File: src/rtl/pkt_framer_pkg.sv
// Shared widths, flit type encoding and bus payload structs for the packet framer.
package pkt_framer_pkg;

    localparam int unsigned FLIT_WIDTH      = 34;
    localparam int unsigned FLIT_DATA_WIDTH = FLIT_WIDTH - 2;
    localparam int unsigned N_VIRT_CHN      = 2;
    localparam int unsigned VC_W            = (N_VIRT_CHN > 1) ? $clog2(N_VIRT_CHN) : 1;
    localparam int unsigned PKT_WIDTH       = 8;

    typedef enum logic [1:0] {
        HEAD_FLIT = 2'b00,
        BODY_FLIT = 2'b01,
        TAIL_FLIT = 2'b10
    } flit_type_t;

    // Raw 2-bit type field so the unencoded 2'b11 value can be carried and detected.
    typedef struct packed {
        logic [1:0]                 ftype;
        logic [FLIT_DATA_WIDTH-1:0] data;
    } flit_t;

    typedef struct packed {
        logic [VC_W-1:0] vc;
        flit_t           flit;
    } noc_word_t;

    typedef struct packed {
        logic [VC_W-1:0]            vc;
        logic                       last;
        logic                       err;
        logic [FLIT_DATA_WIDTH-1:0] data;
    } rx_word_t;

    // Packet size lives in the top bits of a head word's data.
    function automatic logic [PKT_WIDTH-1:0] pkt_size(input logic [FLIT_DATA_WIDTH-1:0] d);
        return d[FLIT_DATA_WIDTH-1 -: PKT_WIDTH];
    endfunction

endpackage

File: src/rtl/pkt_framer_if.sv
// AXI-side word streams and router local-port flit streams around the framer.
interface pkt_framer_if;
    import pkt_framer_pkg::*;

    logic                       tx_valid;
    logic                       tx_ready;
    logic [VC_W-1:0]            tx_vc;
    logic [FLIT_DATA_WIDTH-1:0] tx_data;

    logic                       noc_tx_valid;
    logic                       noc_tx_ready;
    logic [FLIT_WIDTH-1:0]      noc_tx_fdata;
    logic [VC_W-1:0]            noc_tx_vc;

    logic                       noc_rx_valid;
    logic                       noc_rx_ready;
    logic [FLIT_WIDTH-1:0]      noc_rx_fdata;
    logic [VC_W-1:0]            noc_rx_vc;

    logic                       rx_valid;
    logic                       rx_ready;
    logic [FLIT_DATA_WIDTH-1:0] rx_data;
    logic [VC_W-1:0]            rx_vc;
    logic                       rx_last;
    logic                       rx_err;

    // Framer side.
    modport slave (
        input  tx_valid, tx_vc, tx_data, noc_tx_ready,
        input  noc_rx_valid, noc_rx_fdata, noc_rx_vc, rx_ready,
        output tx_ready, noc_tx_valid, noc_tx_fdata, noc_tx_vc,
        output noc_rx_ready, rx_valid, rx_data, rx_vc, rx_last, rx_err
    );

    // Environment side (AXI buffers and router).
    modport master (
        output tx_valid, tx_vc, tx_data, noc_tx_ready,
        output noc_rx_valid, noc_rx_fdata, noc_rx_vc, rx_ready,
        input  tx_ready, noc_tx_valid, noc_tx_fdata, noc_tx_vc,
        input  noc_rx_ready, rx_valid, rx_data, rx_vc, rx_last, rx_err
    );

endinterface

File: src/rtl/pkt_framer_flit_pipe_reg.sv
// One-entry valid/ready pipeline register; full throughput, output held until accepted.
module pkt_framer_flit_pipe_reg #(
    parameter int unsigned W = 8
) (
    input  logic         clk,
    input  logic         rst,
    input  logic         in_valid,
    input  logic [W-1:0] in_data,
    output logic         in_ready_c,
    output logic         out_valid,
    output logic [W-1:0] out_data,
    input  logic         out_ready
);

    assign in_ready_c = !out_valid || out_ready;

    always_ff @(posedge clk) begin
        if (rst) begin
            out_valid <= 1'b0;
            out_data  <= '0;
        end else if (in_ready_c) begin
            out_valid <= in_valid;
            if (in_valid) begin
                out_data <= in_data;
            end
        end
    end

endmodule

File: src/rtl/pkt_framer.sv
// Frames AXI words into HEAD/BODY/TAIL flits from per-VC size counters and
// framing-checks flits arriving from the router before handing them to AXI.
module pkt_framer
    import pkt_framer_pkg::*;
(
    input  logic                  clk,
    input  logic                  rst,
    pkt_framer_if.slave           bus,
    output logic [N_VIRT_CHN-1:0] tx_busy,
    output logic [N_VIRT_CHN-1:0] rx_err_sticky,
    input  logic [N_VIRT_CHN-1:0] err_clr
);

    localparam int unsigned TXW = $bits(noc_word_t);
    localparam int unsigned RXW = $bits(rx_word_t);

    logic [PKT_WIDTH-1:0] tx_cnt_q [N_VIRT_CHN];
    logic [PKT_WIDTH-1:0] tx_cnt_d [N_VIRT_CHN];
    logic [PKT_WIDTH-1:0] rx_cnt_q [N_VIRT_CHN];
    logic [PKT_WIDTH-1:0] rx_cnt_d [N_VIRT_CHN];
    logic [N_VIRT_CHN-1:0] sticky_set;

    logic                 tx_accept_c;
    logic [PKT_WIDTH-1:0] tx_cur;
    noc_word_t            tx_word;
    noc_word_t            tx_out;

    logic                 rx_accept_c;
    logic                 rx_pipe_ready_c;
    logic                 rx_drop_c;
    logic                 rx_err_c;
    logic                 rx_last_c;
    logic [PKT_WIDTH-1:0] rx_cur;
    logic [PKT_WIDTH-1:0] rx_nxt;
    logic [PKT_WIDTH-1:0] rx_sz;
    flit_t                rx_in_flit;
    rx_word_t             rx_word;
    rx_word_t             rx_out;

    // TX framing: flit type is decided by how many flits the VC still owes.
    assign tx_accept_c = bus.tx_valid && bus.tx_ready;
    assign tx_cur      = tx_cnt_q[bus.tx_vc];

    always_comb begin
        tx_cnt_d            = tx_cnt_q;
        tx_word             = '0;
        tx_word.vc          = bus.tx_vc;
        tx_word.flit.data   = bus.tx_data;
        tx_word.flit.ftype  = BODY_FLIT;
        if (tx_cur == '0) begin
            tx_word.flit.ftype = HEAD_FLIT;
        end else if (tx_cur == PKT_WIDTH'(1)) begin
            tx_word.flit.ftype = TAIL_FLIT;
        end
        if (tx_accept_c) begin
            if (tx_cur == '0) begin
                tx_cnt_d[bus.tx_vc] = pkt_size(bus.tx_data);
            end else begin
                tx_cnt_d[bus.tx_vc] = tx_cur - PKT_WIDTH'(1);
            end
        end
    end

    pkt_framer_flit_pipe_reg #(.W(TXW)) u_tx_pipe (
        .clk        (clk),
        .rst        (rst),
        .in_valid   (bus.tx_valid),
        .in_data    (tx_word),
        .in_ready_c (bus.tx_ready),
        .out_valid  (bus.noc_tx_valid),
        .out_data   (tx_out),
        .out_ready  (bus.noc_tx_ready)
    );

    assign bus.noc_tx_fdata = tx_out.flit;
    assign bus.noc_tx_vc    = tx_out.vc;

    // RX framing check; dropped flits are consumed even when the pipe is full.
    assign rx_in_flit = flit_t'(bus.noc_rx_fdata);
    assign rx_sz      = pkt_size(rx_in_flit.data);
    assign rx_cur     = rx_cnt_q[bus.noc_rx_vc];

    always_comb begin
        rx_drop_c = 1'b0;
        rx_err_c  = 1'b0;
        rx_last_c = 1'b0;
        rx_nxt    = rx_cur;
        if (rx_cur == '0) begin
            if (rx_in_flit.ftype == HEAD_FLIT) begin
                rx_last_c = (rx_sz == '0);
                rx_nxt    = rx_sz;
            end else begin
                rx_drop_c = 1'b1;
                rx_err_c  = 1'b1;
            end
        end else begin
            case (rx_in_flit.ftype)
                HEAD_FLIT: begin
                    rx_err_c  = 1'b1;
                    rx_last_c = (rx_sz == '0);
                    rx_nxt    = rx_sz;
                end
                BODY_FLIT: begin
                    if (rx_cur == PKT_WIDTH'(1)) begin
                        rx_err_c  = 1'b1;
                        rx_last_c = 1'b1;
                        rx_nxt    = '0;
                    end else begin
                        rx_nxt = rx_cur - PKT_WIDTH'(1);
                    end
                end
                TAIL_FLIT: begin
                    rx_err_c  = (rx_cur != PKT_WIDTH'(1));
                    rx_last_c = 1'b1;
                    rx_nxt    = '0;
                end
                default: begin
                    rx_drop_c = 1'b1;
                    rx_err_c  = 1'b1;
                end
            endcase
        end
    end

    assign bus.noc_rx_ready = rx_pipe_ready_c || rx_drop_c;
    assign rx_accept_c      = bus.noc_rx_valid && bus.noc_rx_ready;

    always_comb begin
        rx_cnt_d   = rx_cnt_q;
        sticky_set = '0;
        if (rx_accept_c) begin
            rx_cnt_d[bus.noc_rx_vc]   = rx_nxt;
            sticky_set[bus.noc_rx_vc] = rx_err_c;
        end
    end

    always_comb begin
        rx_word      = '0;
        rx_word.vc   = bus.noc_rx_vc;
        rx_word.last = rx_last_c;
        rx_word.err  = rx_err_c;
        rx_word.data = rx_in_flit.data;
    end

    pkt_framer_flit_pipe_reg #(.W(RXW)) u_rx_pipe (
        .clk        (clk),
        .rst        (rst),
        .in_valid   (bus.noc_rx_valid && !rx_drop_c),
        .in_data    (rx_word),
        .in_ready_c (rx_pipe_ready_c),
        .out_valid  (bus.rx_valid),
        .out_data   (rx_out),
        .out_ready  (bus.rx_ready)
    );

    assign bus.rx_data = rx_out.data;
    assign bus.rx_vc   = rx_out.vc;
    assign bus.rx_last = rx_out.last;
    assign bus.rx_err  = rx_out.err;

    always_comb begin
        tx_busy = '0;
        for (int v = 0; v < int'(N_VIRT_CHN); v++) begin
            tx_busy[v] = (tx_cnt_q[v] != '0);
        end
    end

    // Counters and sticky flags; a new error wins over a same-cycle clear.
    always_ff @(posedge clk) begin
        if (rst) begin
            for (int v = 0; v < int'(N_VIRT_CHN); v++) begin
                tx_cnt_q[v] <= '0;
                rx_cnt_q[v] <= '0;
            end
            rx_err_sticky <= '0;
        end else begin
            tx_cnt_q      <= tx_cnt_d;
            rx_cnt_q      <= rx_cnt_d;
            rx_err_sticky <= (rx_err_sticky & ~err_clr) | sticky_set;
        end
    end

endmodule

File: src/flat_wrapper.sv
// flat-port wrapper written by rule: the top's interface ports become plain ports
module pkt_framer_flat import pkt_framer_pkg::*;
  (clk, rst, tx_busy, rx_err_sticky, err_clr, bus_tx_valid, bus_tx_vc, bus_tx_data, bus_noc_tx_ready, bus_noc_rx_valid, bus_noc_rx_fdata, bus_noc_rx_vc, bus_rx_ready, bus_tx_ready, bus_noc_tx_valid, bus_noc_tx_fdata, bus_noc_tx_vc, bus_noc_rx_ready, bus_rx_valid, bus_rx_data, bus_rx_vc, bus_rx_last, bus_rx_err);
  pkt_framer_if bus_i ();
  input  logic clk;
  input  logic rst;
  output logic [N_VIRT_CHN-1:0] tx_busy;
  output logic [N_VIRT_CHN-1:0] rx_err_sticky;
  input  logic [N_VIRT_CHN-1:0] err_clr;
  input wire logic [$bits(bus_i.tx_valid)-1:0] bus_tx_valid;
  input wire logic [$bits(bus_i.tx_vc)-1:0] bus_tx_vc;
  input wire logic [$bits(bus_i.tx_data)-1:0] bus_tx_data;
  input wire logic [$bits(bus_i.noc_tx_ready)-1:0] bus_noc_tx_ready;
  input wire logic [$bits(bus_i.noc_rx_valid)-1:0] bus_noc_rx_valid;
  input wire logic [$bits(bus_i.noc_rx_fdata)-1:0] bus_noc_rx_fdata;
  input wire logic [$bits(bus_i.noc_rx_vc)-1:0] bus_noc_rx_vc;
  input wire logic [$bits(bus_i.rx_ready)-1:0] bus_rx_ready;
  output wire logic [$bits(bus_i.tx_ready)-1:0] bus_tx_ready;
  output wire logic [$bits(bus_i.noc_tx_valid)-1:0] bus_noc_tx_valid;
  output wire logic [$bits(bus_i.noc_tx_fdata)-1:0] bus_noc_tx_fdata;
  output wire logic [$bits(bus_i.noc_tx_vc)-1:0] bus_noc_tx_vc;
  output wire logic [$bits(bus_i.noc_rx_ready)-1:0] bus_noc_rx_ready;
  output wire logic [$bits(bus_i.rx_valid)-1:0] bus_rx_valid;
  output wire logic [$bits(bus_i.rx_data)-1:0] bus_rx_data;
  output wire logic [$bits(bus_i.rx_vc)-1:0] bus_rx_vc;
  output wire logic [$bits(bus_i.rx_last)-1:0] bus_rx_last;
  output wire logic [$bits(bus_i.rx_err)-1:0] bus_rx_err;
  assign bus_i.tx_valid = bus_tx_valid;
  assign bus_i.tx_vc = bus_tx_vc;
  assign bus_i.tx_data = bus_tx_data;
  assign bus_i.noc_tx_ready = bus_noc_tx_ready;
  assign bus_i.noc_rx_valid = bus_noc_rx_valid;
  assign bus_i.noc_rx_fdata = bus_noc_rx_fdata;
  assign bus_i.noc_rx_vc = bus_noc_rx_vc;
  assign bus_i.rx_ready = bus_rx_ready;
  assign bus_tx_ready = bus_i.tx_ready;
  assign bus_noc_tx_valid = bus_i.noc_tx_valid;
  assign bus_noc_tx_fdata = bus_i.noc_tx_fdata;
  assign bus_noc_tx_vc = bus_i.noc_tx_vc;
  assign bus_noc_rx_ready = bus_i.noc_rx_ready;
  assign bus_rx_valid = bus_i.rx_valid;
  assign bus_rx_data = bus_i.rx_data;
  assign bus_rx_vc = bus_i.rx_vc;
  assign bus_rx_last = bus_i.rx_last;
  assign bus_rx_err = bus_i.rx_err;
  pkt_framer u_core (.clk(clk), .rst(rst), .bus(bus_i), .tx_busy(tx_busy), .rx_err_sticky(rx_err_sticky), .err_clr(err_clr));
endmodule
File: config.mk
export PLATFORM = sky130hd
export DESIGN_NAME = pkt_framer_flat
export DESIGN_NICKNAME = d
export VERILOG_FILES = /design/src/rtl/pkt_framer_pkg.sv /design/src/rtl/pkt_framer_if.sv /design/src/rtl/pkt_framer_flit_pipe_reg.sv /design/src/rtl/pkt_framer.sv /design/src/flat_wrapper.sv
export SDC_FILE = /design/constraint.sdc
export NUM_CORES = 1
export LEC_CHECK = 0
export BUFFER_PORTS_ARGS = -buffer_cell sky130_fd_sc_hd__buf_4
export CAP_MARGIN = 20
export CORE_MARGIN = 1.5
export CORE_UTILIZATION = 50
export DETAILED_ROUTE_END_ITERATION = 10
export MAX_ROUTING_LAYER = met4
export PLACE_DENSITY = 0.76
export SYNTH_ARGS = -nofsm -noshare
export SYNTH_HDL_FRONTEND = slang
export SYNTH_HIERARCHICAL = 1
export SYNTH_SLANG_ARGS = --single-unit
File: constraint.sdc
create_clock -name clk -period 9.35 [get_ports clk]
set_clock_uncertainty 0.05 [all_clocks]
set_input_delay 1.87 -clock clk [delete_from_list [all_inputs] [get_ports clk]]
set_output_delay 1.87 -clock clk [all_outputs]
set_load 0.01 [all_outputs]
==> Yosys cells after proc, flatten, opt, wreduce, memory -nomap -nowiden <==
Cells that the tools add are included.
W data, S select, Z words.
{ "word_totals": {"reg_bits": 106, "input_bits": 76, "output_inout_bits": 78, "wordCells": 81} }
{ "classes": {"addsub": 2, "n_lt_le_gt_ge": 6, "eq_ne": 5, "n_mux": 32, "bitwise": 6, "n_reduce_logical": 21} }
{ "op_table": {"columns": ["operator", "n"], "rows": [
  ["$mux W8", 11],
  ["$bwmux W16", 3],
  ["$logic_not A8 Y1", 3],
  ["$pmux W8 S3", 1],
  ["$demux W8 S1", 2],
  ["$eq A8 B1 Y1 const B", 2],
  ["$mux W16", 1],
  ["$reduce_bool A8 Y1", 2],
  ["$sub A8 B1 Y8 const B", 2],
  ["$mux W1", 8],
  ["$ne A8 B1 Y1 const B", 1],
  ["$logic_and A1 B1 Y1", 6],
  ["$mux W2", 3],
  ["$and A2 B2 Y2", 2],
  ["$ge A2 B2 Y1 const B", 2],
  ["$lt A2 B1 Y1 const B", 2],
  ["$not A1 Y2", 2],
  ["$reduce_and A2 Y1", 2],
  ["$logic_not A1 Y1", 3],
  ["$logic_or A1 B1 Y1", 3],
  ["$pmux W1 S3", 1],
  ["$reduce_or A3 Y1", 1],
  ["$eq A2 B1 Y1 const B", 1],
  ["$eq A2 B2 Y1 const B", 1],
  ["other kinds (7)", 7]
]} }

==> Longest topological paths before layout <==
Gate-level depths: netlist of run 1.
{ "depth": {"ltp_word": 11, "mapped_depth": 12, "depth_no_buf": 9} }

==> By module <==
The synthesis of run 1 kept the hierarchy.
{ "modules_own_cells": {"columns": ["mod", "n_inst", "cells_each", "area_per_inst_um2", "seq_area_each_um2"], "rows": [
  ["pkt_framer_flit_pipe_reg", 2, 164, 1692.9, 720.7],
  ["pkt_framer", 1, 298, 2446.1, 680.7]
]} }

==> Worst setup path before layout of run 1 <==
OpenSTA, ideal clock, no wires.
{ "synth_timing": {"path_kind": "in2out", "start": "input port bus_noc_rx_vc", "end": "output port bus_noc_rx_ready", "t_arrival_ns": 4.142, "required_ns": 7.430, "slack_ns": 3.288, "path_stages": 8, "path_buffers": 2, "path_cell_list": "buf_2 > buf_1 > mux2i_1 > ha_1 > or4b_1 > and2_1 > o21ai_4 > nand3_1"} }
{ "synth_between": {"elab_chain_cells": 7} }
{ "synth_lines": {"columns": ["item", "line_no", "rtl"], "rows": [
  ["start, declared", "flat_wrapper.sv:16", "input wire logic [$bits(bus_i.noc_rx_vc)-1:0] bus_noc_rx_vc;"],
  ["$not A1 Y2 (not written as such)", "pkt_framer.sv:81", "assign rx_cur = rx_cnt_q[bus.noc_rx_vc];"],
  ["$mux W8 (not written as such) (3 in series)", "pkt_framer.sv:81", null],
  ["$logic_not A8 Y1", "pkt_framer.sv:88", "if (rx_cur == '0) begin"],
  ["$mux W1", "pkt_framer.sv:88", null],
  ["$logic_or A1 B1 Y1", "pkt_framer.sv:125", "assign bus.noc_rx_ready = rx_pipe_ready_c || rx_drop_c;"],
  ["end, declared", "flat_wrapper.sv:22", "output wire logic [$bits(bus_i.noc_rx_ready)-1:0] bus_noc_rx_ready;"]
]} }
Every way passes these cells. The select of a mux whose other input is x is not followed.

==> Final worst setup path of run 1 <==
Ends and elaborated chain as after synthesis.

==> out/qor.yml, run 1 <==
fin_cells: 882
yosysWarnings: 6
crit_chain: "buf_4 -> mux2i_1 -> ha_1 -> or4b_1 -> and2_1 -> o21ai_4 -> nand3_1 -> buf_4"
seq_power_share: 0.407
cts_buffers: 9
worstSetupEndpointType: "output pin"
clock-sinks: 106
area_delta_synth_final_pct: 23.45
synth_edf_count: 0
antenna-diode-count: 0
num_vias: 5071
grt_first_pass_wirelength_um: 23940
post_drt_via_cell_ratio: 5.749
mostFrequentLayoutCells: "154 x buf_4, 106 x dfxtp_1, 75 x nand3_1"
die_w_um: 111
grt_remaining_overflow: 0
die_h_um: 111
dieArea_um2: 12320
pin_count: 154
antenna_found_initial: 0
ys_seq_elements: 106
worst-endpoint-arrival_ns: 4.08
max_freq_mhz: 166.6
grt_pass1_vias: 4841
ant_nets: 0
clockBufferDepth: 2
max-slew-margin-rel: 0.3902
hold_buffers: 0
fin_crit_sh: 0.6420
period_minus_slack_ns: 6.003
cts_tree: "yes"
grt_usage: 0.2416
final_nets: 819
netlist_area_um2: 5832
slowest_delay_ns: 0.49
cp-start-kind: "input port"
slowest_stage: "or4b_1"
combPwrFrac: 0.244
dpl.cell_count: 865
drt-total-wl_um: 14590
cts-resized-gates: 0
dpl.hpwl_um: 10090
port_buffers: 153
p_sw_uw: 355.6
critical_path_required_ns: 7.43
peakVddDrop_mv: 0.1799
path_class: "in2out"
synth.yosys.seq_area_share: 0.3639
layout-drive-gt1-share: 0.3491
hp-start: "u_core/rx_cnt_q[6]"
cap_violations: 0
finalHoldViolCount: 0
post_cts_buffers: 0
cpMostUsedCell: "buf_4"
crit_fanout: 22
clockRootBuffer: "clkbuf_16"
hold_path.class: "reg2reg"
worstSkewPairLatency_ns: 0.35
grt_max_degree: 75
slew_violations: 0
syn_inst: 626
drtPass1Iterations: 5
final_common_cell: "buf_4"
htreeDepth: 3
place_congestion: 0.9238
power_density_nw_per_um2: 173.0
power.clock.fraction: 0.350
syn_avg_cell_area_um2: 9.316
leakage_uw: 0.002934
tns_ns: 0
startpoint: "bus_noc_rx_vc"
placement_rows: 39
synthArstFlopShare: 0
rsz0062_at_grt: "false"
yosys.cell_types.count: 63
start_util: 0.5107
r2r-start: "u_core/rx_cnt_q[1]"
status: "finished, final reports clean"
setup_viol: 0
dr.first_iter.drc_count: 392
drc_errors: 0
path_clk_slew_ns: 0.07
swShare: 0.2855
internal-power_uw: 889.9
core_um2: 11420
synth_fp_nets: 711
avgRoutedWirePerCell_um: 16.55
worst_pin_slew_ns: 0.9114
ys.flop_type: "dfxtp_1"
==> worst max-delay path: cells and delay by family <==
family	cells	cell delay (ns)
AOI/OAI and AO/OA	1	0.33
adders and majority gates	1	0.28
buffers and inverters	2	0.42
and+or+nand+nor	3	0.84
muxes	1	0.35
==> through the flow <==
step / util / setup WS (ns) / instance area, um^2 / hold WS (ns) / power [uW]
after floorplan: - / 3.288 / 5832 / 0.4044 / 718.2
after global placement: 0.5985 / 3.466 / 6834 / 0.4271 / 805.9
after detailed placement: 0.5985 / 3.372 / 6834 / 0.4311 / 813.7
after CTS: 0.6288 / 3.353 / 7179 / 0.4588 / 1250
after global routing: 0.6305 / 3.182 / 7199 / 0.4678 / 1301
final: 0.6305 / 3.347 / 7199 / 0.4582 / 1246
==> kinds of logic after synthesis <==
kind of cell,after synthesis,share of synthesized area
and+or+nand+nor,163,0.1483
DFF,106,0.3639
muxes,22,0.03819
buffers and inverters,77,0.06951
xor gates and xnor gates,8,0.01202
AOI/OAI and AO/OA,241,0.3489
adders and majority gates,9,0.01931
==> path summary, 6_finish.rpt <==
kind	to	slack (ns)	cells after the start
max reg2reg	u_core/u_rx_pipe/out_data[11]	6.15	9
min reg2reg	u_core/rx_cnt_q[6]	0.46	2
min	u_core/rx_cnt_q[6]	0.46	2
max	bus_noc_rx_ready	3.35	8
==> sequential cells by signal (all words and copies together), names as in the netlist <==
register / cells
u_core/rx_cnt_q: 16
u_core/rx_err_sticky: 2
u_core/tx_cnt_q: 16
u_core/u_rx_pipe/out_data: 35
u_core/u_rx_pipe/out_valid: 1
u_core/u_tx_pipe/out_data: 35
u_core/u_tx_pipe/out_valid: 1
==> Yosys cell counts, drive strengths merged, types with 3 or more instances <==
| library cell | n | share of area |
|---|---|---|
| a211oi | 7 | 0.0090 |
| a21bo | 70 | 0.12 |
| a21oi | 109 | 0.14 |
| a22oi | 4 | 0.0051 |
| a311oi | 4 | 0.0090 |
| a31oi | 3 | 0.0058 |
| and3 | 3 | 0.0032 |
| buf | 37 | 0.043 |
| clkbuf | 21 | 0.014 |
| dfxtp | 106 | 0.36 |
| ha | 9 | 0.019 |
| inv | 19 | 0.012 |
| mux2i | 20 | 0.034 |
| nand2 | 19 | 0.012 |
| nand2b | 5 | 0.0079 |
| nand3 | 76 | 0.067 |
| nor2 | 24 | 0.015 |
| nor2b | 3 | 0.0032 |
| nor3 | 12 | 0.010 |
| nor3b | 4 | 0.0051 |
| nor4 | 7 | 0.0075 |
| o21ai | 19 | 0.018 |
| o221ai | 3 | 0.0045 |
| o22ai | 3 | 0.0032 |
| o32ai | 4 | 0.011 |
| xnor2 | 5 | 0.0075 |
| xor2 | 3 | 0.0045 |
==> power groups by stage <==
stage | Clock (uW) | Combinational (uW) | Sequential [uW]
4_1_cts | 445 | 299 | 506
5_1_grt | 461 | 329 | 510
3_3_place_gp | 0 | 291 | 515
3_5_place_dp | 0 | 297 | 516
2_1_floorplan | 0 | 196 | 522
6_report | 435 | 304 | 506
==> layer usage <==
layer | up-vias | global-route usage | wire [um]
met4 | 0 | 0.06410 | 166
met1 | 2434 | 0.2989 | 6651
li1 | 2486 | - | -
met5 | - | - | 0
met2 | 139 | 0.3955 | 7088
met3 | 12 | 0.05905 | 688
==> final cells by class <==
type	count	area, um^2
clock buffers	12	246.5
clock inverters	4	98.84
fillers	994	4219
inverters	19	71.32
multi-input cells	443	3306
flip-flops and latches	106	2122
well taps	143	178.9
repair buffers	155	1176
Note: power is estimated with default switching activity, not from simulation.
==> inputs of run 2 (changes only) <==
Settings changed: CORE_UTILIZATION 50 to 48, PLACE_DENSITY 0.76 to 0.77.
Clock period 9.35 ns to 5.19 ns, I/O delays scaled along.
==> run 2 against run 1 <==
Effect of this change: cell count up 0.45%; sequential power up 80%; largest cell class unchanged; global-route usage down 1.8 points; worst setup slack worse by 2.5 ns; via count down 0.22%.
==> out/qor.yml, run 2 (same netlist as run 1, synthesis figures left out) <==
status: "finished, final reports clean"
die_w_um: 113.2  # +2.0%
peakVddDrop_mv: 0.1852  # +2.9%
grt_usage: 0.2233  # -0.01823
fin_crit_sh: 0.8328
die_h_um: 113.2  # +2.0%
leakage_uw: 0.002921  # -0.47%
finalHoldViolCount: 0  # unchanged
slowest_delay_ns: 0.50  # about the same
n_fill_cell: 1009  # +1.5%
final_nets: 819  # unchanged
final_common_cell: "buf_4"
start_util: 0.4896  # -0.02114
crit_fanout: 22  # unchanged
max-slew-margin-rel: 0.3946  # +0.004382
hold_path.class: "reg2reg"
ant_nets: 0  # unchanged
slowest_stage: "or4b_1"
cts_buffers: 9  # unchanged
path_class: "in2out"
worstSkewPairLatency_ns: 0.35  # about the same
dpl.hpwl_um: 9826  # -2.6%
cpLargestDelayFamily: "simple AND/OR/NAND/NOR gates"
dieArea_um2: 12820  # +4.0%
drt-total-wl_um: 14350  # -1.7%
cp-start-kind: "input port"
avgRoutedWirePerCell_um: 16.19  # -2.1%
antenna-diode-count: 0  # unchanged
dr.first_iter.drc_count: 336  # -14%
worstSetupEndpointType: "output pin"
final_area_um2: 7167  # -0.45%
placement_rows: 40  # +2.6%
period_minus_slack_ns: 4.322
p_total_uw: 2194  # +76%
post_drt_via_cell_ratio: 5.711  # -0.67%
power_density_nw_per_um2: 306.1  # +77%
area_delta_synth_final_pct: 22.89
slew_violations: 0  # unchanged
pin_count: 154  # unchanged
critical_path_required_ns: 4.10  # -3.33 ns
drc_errors: 0  # unchanged
largest_registers: "u_core/u_rx_pipe/out_data x35, u_core/u_tx_pipe/out_data x35"
dpl_cell_area_um2: 6847  # +0.18%
clockRootBuffer: "clkbuf_16"
port_buffers: 153  # unchanged
drtPass1Iterations: 5  # unchanged
cts_tree: "yes"
core_um2: 11910  # +4.3%
num_vias: 5060  # -0.22%
post_cts_buffers: 0  # unchanged
grt_first_pass_wirelength_um: 22630  # -5.4%
rsz0062_at_grt: "false"
layout-drive-gt1-share: 0.3491  # unchanged
setup_viol: 0  # unchanged
place_congestion: 0.9112  # -1.4%
max_freq_mhz: 231.4
htreeDepth: 3  # unchanged
antenna_found_initial: 0  # unchanged
path_clk_slew_ns: 0.07  # about the same
path_buf_inv: 2  # unchanged
cts-resized-gates: 0  # unchanged
tns_ns: 0  # unchanged
crit_chain: "buf_4 -> mux2i_1 -> ha_1 -> or4b_1 -> and2_1 -> o21ai_4 -> nand3_1 -> buf_4"
grt_remaining_overflow: 0  # unchanged
clockBufferDepth: 2  # unchanged
cap_violations: 0  # unchanged
cpMostUsedCell: "buf_4"
worst_pin_slew_ns: 0.9048  # -0.006549 ns
hold_buffers: 0  # unchanged
worst-endpoint-arrival_ns: 3.23  # -0.85 ns
clock-sinks: 106  # unchanged
grt_pass1_vias: 4551  # -6.0%
mostFrequentLayoutCells: "155 x buf_4, 106 x dfxtp_1, 75 x nand3_1"
grt_max_degree: 75  # unchanged
==> run 2: changes by cell type in the layout (fill, tap and decap cells not counted) <==
cell	before	now
inv_6	0	1
clkinv_2	0	1
buf_12	1	0
bufinv_16	3	2
clkinv_4	1	0
buf_4	154	155
==> run 2: report_power, final <==
group,total (uW),leakage [uW],internal (uW),switching (uW)
sequential,912,0.000870,872,39.8
clock,742,0.000157,438,304
combinational,541,0.00189,242,299
total,2190,0.00292,1550,642
==> run 2: final cells by class <==
class | count | area [um^2] | share of cell area
multi-input cells | 443 | 3306 | 0.4612
flip-flops and latches | 106 | 2122 | 0.2961
repair buffers | 155 | 1164 | 0.1624
clock buffers | 12 | 246.5 | 0.03439
well taps | 147 | 183.9 | 0.02566
clock inverters | 4 | 73.82 | 0.01030
inverters | 19 | 71.32 | 0.009951
==> run 2: metal layers <==
| metal | up-vias | global-route usage | wire length, um |
|---|---|---|---|
| li1 | 2495 | - | - |
| met1 | 2380 | 0.2848 | 6450 |
| met2 | 163 | 0.3531 | 6810 |
| met3 | 22 | 0.03910 | 786 |
| met4 | 0 | 0.08833 | 299 |
| met5 | - | - | 0 |
==> run 2: path summary, 6_finish.rpt <==
kind	startpoint	endpoint	slack, ns	cells after the start
max	bus_noc_rx_vc	bus_noc_rx_ready	0.87	8
min	u_core/rx_cnt_q[7]	u_core/rx_cnt_q[7]	0.46	2
max reg2reg	u_core/rx_cnt_q[1]	u_core/u_rx_pipe/out_data[34]	2.01	9
min reg2reg	u_core/rx_cnt_q[7]	u_core/rx_cnt_q[7]	0.46	2
==> run 2: worst reg2reg max path, stage by stage (launching register included) <==
cell and delay (ns):
dfxtp_1 0.32, mux2i_1 0.25, ha_1 0.27, or4b_1 0.50, and2_1 0.22, o21ai_4 0.32
and3_2 0.24, buf_4 0.53, a21bo_2 0.27, a21oi_1 0.06
==> run 2: per-stage QoR <==
| step | hold slack [ns] | utilization | std cells | worst slack, ns |
|---|---|---|---|---|
| after floorplan | 0.4044 | - | 626 | 0.7925 |
| after global placement | 0.4238 | 0.5748 | 870 | 0.9488 |
| after detailed placement | 0.4329 | 0.5748 | 870 | 0.8833 |
| after CTS | 0.4543 | 0.6017 | 886 | 0.8722 |
| after global routing | 0.4933 | 0.6017 | 886 | 0.6901 |
| final | 0.4556 | 0.6017 | 886 | 0.8680 |
==> inputs of run 3 (changes only) <==
Clock period 5.19 ns to 3.7 ns, I/O delays scaled along.
==> run 3 against run 2 <==
Effect of this change: wire length rose by 3.0%; sequential cell count stayed put; cell area up 0.38%; highest routed layer unchanged; register-to-register slack worse by 1.2 ns; combinational power grew 44%; largest cell class unchanged; hold slack better by 0.0034 ns; first-iteration DRC count decreased by 8.0%; cell count rose by 0.56%; clock-buffer cell count did not move; critical path type unchanged; worst setup slack got worse by 0.56 ns; sequential power grew 40%; clock power is 19% higher.
==> out/qor.yml, run 3 (same netlist as run 1, synthesis figures left out) <==
status: "finished, final reports clean"
fin_cells: 891  # +0.56%
num_vias: 5127  # +1.3%
setup_viol: 0  # unchanged
max-slew-margin-rel: 0.5063  # +0.1117
grt_first_pass_wirelength_um: 23780  # +5.1%
crit_fanout: 4  # -82%
worstSkewPairLatency_ns: 0.35  # about the same
ant_nets: 0  # unchanged
r2r-end: "u_core/rx_cnt_q[14]"
peakVddDrop_mv: 0.1876  # +1.3%
p_total_uw: 2942  # +34%
worst_pin_slew_ns: 0.7406  # -0.1642 ns
r2r-start: "u_core/rx_cnt_q[1]"
dpl.cell_count: 877  # +0.80%
hp-start: "u_core/rx_cnt_q[14]"
maxUsedRoutingLayer: "met4"
clockBufferDepth: 2  # unchanged
dr.first_iter.drc_count: 309  # -8.0%
worstSetupEndpointType: "output pin"
cts_buffers: 9  # unchanged
cts-resized-gates: 0  # unchanged
leakage_uw: 0.002939  # +0.63%
die_w_um: 113.2  # unchanged
n_fill_cell: 1003  # -0.59%
worst-endpoint-arrival_ns: 2.60  # -0.63 ns
final_nets: 826  # +0.85%
critical_path_required_ns: 2.91  # -1.19 ns
grt_pass1_vias: 4871  # +7.0%
path_class: "in2out"
hold_buffers: 0  # unchanged
whs_path_depth: 2  # unchanged
place_congestion: 0.9311  # +2.2%
clockRootBuffer: "clkbuf_16"
post_cts_buffers: 0  # unchanged
wl_met3_um: 808  # +2.8%
holdWs_ns: 0.4590  # +0.003376 ns
largest_registers: "u_core/u_rx_pipe/out_data x35, u_core/u_tx_pipe/out_data x35"
tns_ns: 0  # unchanged
grt_max_degree: 75  # unchanged
r2r_cells: 8  # -1
placement_rows: 40  # unchanged
antenna-diode-count: 0  # unchanged
antenna_found_initial: 0  # unchanged
final_common_cell: "buf_4"
wirelength_met1_um: 6613  # +2.5%
grt_usage: 0.2334  # +0.01004
dieArea_um2: 12820  # unchanged
period_minus_slack_ns: 3.391
avgRoutedWirePerCell_um: 16.58  # +2.4%
slew_violations: 0  # unchanged
r2r_slack_ns: 0.80  # -1.21 ns
cap_violations: 0  # unchanged
dpl.hpwl_um: 10370  # +5.6%
final_util: 0.6040  # +0.002311
die_h_um: 113.2  # unchanged
port_buffers: 153  # unchanged
drt-total-wl_um: 14770  # +3.0%
grt_remaining_overflow: 0  # unchanged
power_density_nw_per_um2: 408.9  # +34%
hold_path.class: "reg2reg"
start_util: 0.4896  # unchanged
clock-sinks: 106  # unchanged
cts_tree: "yes"
pin_count: 154  # unchanged
core_um2: 11910  # unchanged
drtPass1Iterations: 6  # +1
post_drt_via_cell_ratio: 5.754  # +0.76%
area_delta_synth_final_pct: 23.36
fin_crit_sh: 0.9166
drc_errors: 0  # unchanged
mostFrequentLayoutCells: "160 x buf_4, 106 x dfxtp_1, 75 x nand3_1"
rsz0062_at_grt: "false"
cp-start-kind: "input port"
wl_met2_um: 7012  # +3.0%
path_clk_slew_ns: 0.06  # about the same
htreeDepth: 3  # unchanged
max_freq_mhz: 294.9
layout-drive-gt1-share: 0.3548  # +0.005718
finalHoldViolCount: 0  # unchanged
min_delay_worst_endpoint: "u_core/rx_cnt_q[14]"
==> run 3: changes by cell type in the layout (fill, tap and decap cells not counted), sizes merged <==
| cell | before | now |
|---|---|---|
| buf | 155 | 162 |
| inv | 20 | 19 |
| bufinv | 2 | 0 |
| clkinv | 1 | 2 |
==> run 3: how the worst max path moves through the flow <==
stage                                          endpoint  depth (start not counted)  slack (ns)     startpoint
after detailed placement            u_core/rx_cnt_q[14]                          9        0.24  bus_noc_rx_vc
after floorplan           u_core/u_rx_pipe/out_data[10]                         12        0.07  bus_noc_rx_vc
after global placement              u_core/rx_cnt_q[14]                          9        0.34  bus_noc_rx_vc
final                                  bus_noc_rx_ready                          8        0.31  bus_noc_rx_vc
after CTS                              bus_noc_rx_ready                          8        0.31  bus_noc_rx_vc
after global routing                   bus_noc_rx_ready                          8        0.18  bus_noc_rx_vc
==> run 3: metal layers <==
metal,global-route usage,vias up
met4,0.08750,0
li1,-,2504
met5,-,-
met1,0.2886,2418
met3,0.05035,26
met2,0.3749,179
==> run 3: layout make-up <==
class	instances	area [um^2]	share of cell area
Multi-Input combinational cell	443	3306	0.4595
Timing Repair Buffer	162	1241	0.1725
Sequential cell	106	2122	0.2950
Inverter	19	71.32	0.009913
Clock inverter	2	13.76	0.001913
Tap cell	147	183.9	0.02557
Clock buffer	12	256.5	0.03565
==> run 3: worst max-delay path, stage by stage <==
cell and delay [ns]:
buf_4 0.11, mux2i_1 0.30, ha_1 0.28, or4b_1 0.50, and2_1 0.21, o21ai_4 0.20, nand3_1 0.10, buf_4 0.16
==> run 3: stage by stage <==
stage	instance area [um^2]	worst slack [ns]
floorplan	5833	0.06637
global placement	6924	0.3392
detailed placement	6924	0.2397
CTS	7194	0.3109
global route	7194	0.1845
finish	7194	0.3086
==> run 3: power by group <==
part           switching, uW  internal (uW)
clock                    395            486
combinational            427            353
sequential              56.8           1220
